**src/rtl/dwa_element_selector.sv**
```systemverilog
`timescale 1ns/1ps
// Purpose : quantise a signed filter sample to 0..N_ELEM levels and select unit DAC
//           elements by data-weighted averaging (rotating pointer).
// Latency : 2 cycles, sample at edge k -> elem_sel/out_valid at edge k+2. No backpressure;
//           one sample per cycle. A bubble gives out_valid=0 with the outputs held.
// Ports   : clk, reset (synchronous, active-low), in_valid, sample_in (signed), dem_en
//           (1 = rotate, 0 = fixed thermometer from element 0) -> out_valid, elem_sel,
//           level_out (popcount of elem_sel), ptr_out (pointer used), sat_flag (sticky clamp).
module dwa_element_selector #(
   parameter int IN_WIDTH = 32,
   parameter int N_ELEM   = 16,
   parameter int SHIFT    = 27
) (
   input  logic                          clk,
   input  logic                          reset,
   input  logic                          in_valid,
   input  logic signed [IN_WIDTH-1:0]    sample_in,
   input  logic                          dem_en,
   output logic                          out_valid,
   output logic [N_ELEM-1:0]             elem_sel,
   output logic [$clog2(N_ELEM+1)-1:0]   level_out,
   output logic [$clog2(N_ELEM)-1:0]     ptr_out,
   output logic                          sat_flag
);

   localparam int LW = $clog2(N_ELEM+1);
   localparam int PW = $clog2(N_ELEM);
   localparam logic signed [IN_WIDTH:0] HALF = (IN_WIDTH+1)'(N_ELEM/2);
   localparam logic signed [IN_WIDTH:0] FULL = (IN_WIDTH+1)'(N_ELEM);

   // ---------------- stage 1: quantise and clamp ----------------
   logic signed [IN_WIDTH:0] w_ext;
   logic signed [IN_WIDTH:0] w_q;
   logic                     w_under;
   logic                     w_over;
   logic [LW-1:0]            w_level;

   always_comb begin
      // One extra bit of headroom so the level offset can never overflow.
      w_ext   = {sample_in[IN_WIDTH-1], sample_in};
      w_q     = (w_ext >>> SHIFT) + HALF;
      w_under = w_q[IN_WIDTH];
      w_over  = !w_q[IN_WIDTH] && (w_q > FULL);
      if (w_under) begin
         w_level = '0;
      end else if (w_over) begin
         w_level = LW'(N_ELEM);
      end else begin
         w_level = w_q[LW-1:0];
      end
   end

   logic          r_s1_vld;
   logic [LW-1:0] r_s1_level;
   logic          r_s1_clamp;

   // ---------------- stage 2: element selection ----------------
   logic [PW-1:0]       r_ptr;
   logic [N_ELEM:0]     w_therm_x;
   logic [N_ELEM-1:0]   w_therm;
   logic [2*N_ELEM-1:0] w_rot;
   logic [N_ELEM-1:0]   w_mask;
   logic [LW-1:0]       w_ptr_sum;

   always_comb begin
      // level ones from bit 0; one spare bit so level == N_ELEM gives all ones
      w_therm_x = ((N_ELEM+1)'(1) << r_s1_level) - (N_ELEM+1)'(1);
      w_therm   = w_therm_x[N_ELEM-1:0];
      // Rotate left by the pointer: the upper half of the doubled mask wraps the
      // bits that run past element N_ELEM-1 back to element 0.
      w_rot     = {w_therm, w_therm} << r_ptr;
      w_mask    = dem_en ? w_rot[2*N_ELEM-1:N_ELEM] : w_therm;
      // N_ELEM is a power of two, so dropping the carry is the modulo.
      w_ptr_sum = LW'(r_ptr) + r_s1_level;
   end

   logic              r_out_vld;
   logic [N_ELEM-1:0] r_elem;
   logic [LW-1:0]     r_level;
   logic [PW-1:0]     r_ptr_out;
   logic              r_sat;

   always_ff @(posedge clk) begin
      if (!reset) begin
         r_s1_vld   <= 1'b0;
         r_s1_level <= '0;
         r_s1_clamp <= 1'b0;
         r_ptr      <= '0;
         r_out_vld  <= 1'b0;
         r_elem     <= '0;
         r_level    <= '0;
         r_ptr_out  <= '0;
         r_sat      <= 1'b0;
      end else begin
         r_s1_vld <= in_valid;
         if (in_valid) begin
            r_s1_level <= w_level;
            r_s1_clamp <= w_under | w_over;
         end
         r_out_vld <= r_s1_vld;
         // Bubbles leave the output registers and the pointer untouched.
         if (r_s1_vld) begin
            r_elem    <= w_mask;
            r_level   <= r_s1_level;
            r_ptr_out <= r_ptr;
            // Flag rises with the output of the clamped sample itself.
            if (r_s1_clamp) begin
               r_sat <= 1'b1;
            end
            if (dem_en) begin
               r_ptr <= w_ptr_sum[PW-1:0];
            end
         end
      end
   end

   assign out_valid = r_out_vld;
   assign elem_sel  = r_elem;
   assign level_out = r_level;
   assign ptr_out   = r_ptr_out;
   assign sat_flag  = r_sat;

endmodule

```
**config.mk**
```make
export PLATFORM = sky130hd
export DESIGN_NAME = dwa_element_selector
export DESIGN_NICKNAME = d
export VERILOG_FILES = /design/src/rtl/dwa_element_selector.sv
export SDC_FILE = /design/constraint.sdc
export NUM_CORES = 1
export LEC_CHECK = 0
export BUFFER_PORTS_ARGS = -buffer_cell sky130_fd_sc_hd__buf_2
export CAP_MARGIN = 20
export CORE_MARGIN = 1
export CORE_UTILIZATION = 59
export CTS_CLUSTER_DIAMETER = 100
export DETAILED_ROUTE_END_ITERATION = 6
export PLACE_DENSITY = 0.86
export SLEW_MARGIN = 25
export SYNTH_ARGS = -nofsm -noshare
export SYNTH_HDL_FRONTEND = slang
export SYNTH_SLANG_ARGS = --single-unit
```
**constraint.sdc**
```tcl
create_clock -name clk -period 5.9 [get_ports clk]
set_input_delay 1.475 -clock clk [delete_from_list [all_inputs] [get_ports clk]]
set_output_delay 1.475 -clock clk [all_outputs]
set_load 0.005 [all_outputs]
```
Word-level counts from Yosys, hierarchy flattened
Cells that the tools add are included.

Flip-flop bits (word level): 38. Latch bits: 0. RAM bits: 0. Bits in read-only memories: 0. Input port bits: 36. Output and inout bits: 27. Word-level logic and storage cells: 23. Memories kept: 0.

Add/sub/neg operators: 3. Multipliers: 0. Div/mod/pow operators: 0. Order comparisons: 1. Eq/ne operators: 0. Shifts and indexed selects: 2. Multiplexer cells: 3. Bitwise operators: 1. Reduce and logical (&&, ||, !) cells: 4.

Operators by type and width (count): left shift 32 x 4 -> 32 bit (1); 2-to-1 mux 16 bit (1); left shift 1 x 5 -> 16 bit (first input constant) (1); subtractor 16 x 2 -> 16 bit (second input constant) (1); 2-to-1 mux 5 bit (2); adder 5 x 5 -> 6 bit (second input constant) (1); greater-than comparator 6 bit (second input constant) (1); adder 4 bit (1); AND reduction 2 bit (2); logical AND 1 bit (1); zero test 1 bit (1); bitwise OR 1 bit (1).

Longest topological paths before layout
Word-level depth: 5. Mapped depth: 13. Mapped depth without buffers: 9.

Worst setup path before layout
No wires, ideal clock.

Kind: flip-flop to flip-flop. From: register r_s1_level[2]. To: register r_elem[10], in the netlist elem_sel[10]. Setup time: 0.074 ns. Arrival: 3.011 ns. Data required time: 5.826 ns. Setup slack: 2.815 ns. Stages on the path, launching flop included: 11. Path buffers: 1. Period minus slack after synthesis: 3.085 ns. Cell sequence: dfxtp_1 > buf_2 > nor3_1 > nand3b_1 > ha_1 > or3_1 > o41ai_1 > a211oi_1 > or2_0 > mux4_2 > a31oi_1.

Word-level cells in the longest chain between the ends: 4.

RTL lines: start, declared (line 54) `logic [LW-1:0] r_s1_level;`; start signal, assigned (line 97) `r_s1_level <= w_level;`; left shift 1 x 5 -> 16 bit * (line 67) `w_therm_x = ((N_ELEM+1)'(1) << r_s1_level) - (N_ELEM+1)'(1);`; subtractor 16 x 2 -> 16 bit * (line 67); left shift 32 x 4 -> 32 bit (line 71) `w_rot = {w_therm, w_therm} << r_ptr;`; 2-to-1 mux 16 bit * (line 72) `w_mask = dem_en ? w_rot[2*N_ELEM-1:N_ELEM] : w_therm;`; end signal, assigned (line 103) `r_elem <= w_mask;`; end, declared (line 78) `logic [N_ELEM-1:0] r_elem;`.

Mark *: on every way between the ends. The rest lies on a longest branch, timed or not. A chain may end at the register's enable or synchronous reset.

Worst setup path after layout
From: register r_s1_level[1]. To: register r_elem[10], in the netlist elem_sel[10].

The elaborated chain is that of the path after synthesis.

==> qor.txt <==
status -> completed
RSZ-0062 raised after global routing -> false
Die Ht -> 72.2 µm
Place WS -> 1.81 ns
Initial Utilization -> 61.6%
max_cap viols -> 0
leak pwr -> 1.21 nW
Total GRT Usage -> 33.4%
vias in the first global route -> 2,751
first-pass GRT wire length -> 13.5 mm
largest net degree at the start of global routing -> 40
Port Buf Inserts -> 35
CP Max Fanout -> 26
WS Path Type -> reg -> reg
CTS Buf Count -> 5
syn_area_per_cell -> 7.67 µm²
CP startpoint kind -> flip-flop
placed instance area -> 0.00307 mm²
max-slew violation count -> 0
Detail Placement HPWL -> 5.59 mm
Yosys Warn Count -> 0
setup_tns -> 0 ns
Net Sw Power -> 227 µW
Gates resized, CTS repair -> 0
Distinct cells, synth -> 57
Root Driver -> clkbuf_8
worst slew pin tran -> 0.864 ns
Worst-path clk slew -> 0.08 ns
fin crit share -> 71.6%
Placer Congestion -> 0.976
drt via density -> 6.68
WL per Instance -> 18.0 µm
Die X -> 72.2 µm
Max clock buf depth -> 2
core box area -> 0.00472 mm²
Pint -> 423 µW
Final min period -> 4.23 ns
clock power share -> 27.8%
final hold violations -> 0
DIE AREA -> 0.00521 mm²
Setup WS post-layout -> 1.67 ns
Routed Wire Length -> 8.27 mm
final core utilization -> 66.8%
Critical Path Sink Type -> flip-flop
row count -> 25
Area Growth Syn to Fin -> 8.43%
remaining antenna violation count -> 0
endpoints failing setup -> 0
WHS -> 0.489 ns
Flop pwr share -> 44.1%
H-tree depth -> 2
cell area after layout -> 0.00315 mm²
hold buffers post-CTS -> 0
number of synthesized flops with an enable pin -> 0
clock sink total -> 38
# diodes -> 0
combinational power share -> 28.0%
ys flop type -> dfxtp_1
total setup buffers inserted after CTS -> 0
worst slew margin relative to its limit -> 42.3%
layout cells sized above 1 -> 14.0%
nets@finish -> 433
f_max -> 0.237 GHz
Worst Path Arrival -> 4.47 ns
CTS tree -> yes
sequential share of the synthesized area -> 26.2%
Ports -> 63
Switching Fraction -> 34.9%
Fin Clk Skew -> 0.00785 ns
hold crit path type -> reg -> reg
DR vias -> 3,068
initial antenna violation count -> 0
data required time of the critical path -> 6.14 ns
non-filler cells, final -> 459
Seq cells post-synth -> 38
DRT Pass-1 Iters -> 5
1st-iter DRT viols -> 254
Power, Total -> 651 µW
post-synthesis cell area -> 0.00291 mm²
VDD IR max -> 0.133 mV
Residual DRC -> 0
Overflow after GRT -> 0
syn nets -> 420
Cell Pwr Density -> 206 mW/mm²
worst skew pair latency -> 0.30 ns
ys async rst share -> 0%
Placed Cells incl. Taps -> 452
synthesized netlist cell count -> 379
final timing paths:
check | cells past startpoint | endpoint | start | slack (ns)
setup / recovery | 9 | elem_sel[10]$_SDFFE_PN0P_ | r_s1_level[1]$_SDFFE_PN0P_ | 1.67
hold / removal | 2 | sat_flag$_SDFFE_PN0P_ | sat_flag$_SDFFE_PN0P_ | 0.49
setup reg to reg | 9 | elem_sel[10]$_SDFFE_PN0P_ | r_s1_level[1]$_SDFFE_PN0P_ | 1.67
hold reg to reg | 2 | sat_flag$_SDFFE_PN0P_ | sat_flag$_SDFFE_PN0P_ | 0.49
power groups by stage:
stage	logic (mW)	clock network (mW)	registers, mW
6_report	0.182	0.181	0.287
5_1_grt	0.199	0.192	0.289
2_1_floorplan	0.139	0	0.283
3_5_place_dp	0.176	0	0.292
4_1_cts	0.177	0.183	0.286
3_3_place_gp	0.173	0	0.291
cell families after synthesis:
family                     Yosys count  synth area share [%]
AOI/OAI and AO/OA                  128                  31.1
xor gates and xnor gates             3                 0.904
adders and majority gates            5                  2.41
buffers and inverters               45                  5.89
DFF                                 38                  26.2
muxes                               18                  8.78
and+or+nand+nor                    142                  24.8
routing by layer:
metal | wire [µm] | vias to the layer above | track usage (%)
li1 | - | 1450 | -
met1 | 3470 | 1436 | 44.0
met2 | 3850 | 160 | 52.8
met3 | 734 | 22 | 5.97
met4 | 225 | 0 | 16.6
met5 | 0 | - | 0
synth_stat cells (all sizes together) (3+ instances only):
cell	count	share of area [%]
o211ai	15	3.9
a211o	4	1.2
buf	6	0.86
nor3	13	2.2
clkbuf	28	3.6
or3	6	1.3
dfxtp	38	26
o221ai	6	1.8
a21o	5	1.3
mux4	6	4.6
a21oi	15	2.6
nor4	3	0.65
nor2b	15	3.2
or2	4	0.86
o21a	6	1.5
or4	4	1.0
nand2	23	3.0
o31ai	9	2.3
o21ai	23	4.0
a31oi	8	1.7
a211oi	10	2.6
and2	4	0.86
nand3	20	3.4
nor2	33	4.3
inv	9	1.2
nand2b	12	2.6
mux2i	12	4.1
a32o	3	1.0
ha	4	1.7
a21boi	8	2.1
cells in the final DEF (no fill, tap or decap), types with 6 or more instances in the layout:
master / Yosys / routed
a211oi_1: 10 / 10
a21boi_0: 7 / 7
a21oi_1: 15 / 15
a31oi_1: 8 / 8
buf_2: 2 / 35
dfxtp_1: 38 / 38
inv_1: 8 / 8
mux2i_1: 12 / 12
mux4_2: 6 / 6
nand2_1: 23 / 23
nand2b_1: 12 / 12
nand3_1: 20 / 20
nor2_1: 33 / 33
nor2b_1: 15 / 15
nor3_1: 13 / 13
o211ai_1: 15 / 15
o21a_1: 6 / 6
o21ai_0: 21 / 21
o221ai_1: 6 / 6
o31ai_1: 9 / 9
or3_1: 6 / 6
sequential cells by signal, indices dropped and copies added, names as in the netlist:
register and count:
elem_sel 16, level_out 5, out_valid 1, ptr_out 4
r_ptr 4, r_s1_clamp 1, r_s1_level 5, r_s1_vld 1
sat_flag 1
critical path: stages (launching register included):
cell	delay [ns]
dfxtp_1	0.58
nor3_1	0.66
nand3b_1	0.15
ha_1	0.53
or3_1	0.50
o31ai_1	0.63
nor3_1	0.15
or2_1	0.27
mux4_2	0.50
a31oi_1	0.17
layout make-up:
type                            instances  area, µm²
Inverter                               11       41.3
Multi-Input combinational cell        296       1980
Fill cell                             399       1570
Timing Repair Buffer                   40        213
Clock buffer                            5       68.8
Sequential cell                        38        761
Tap cell                               67       83.8
Clock inverter                          2       10.0
(Power assumes the default switching activity.)
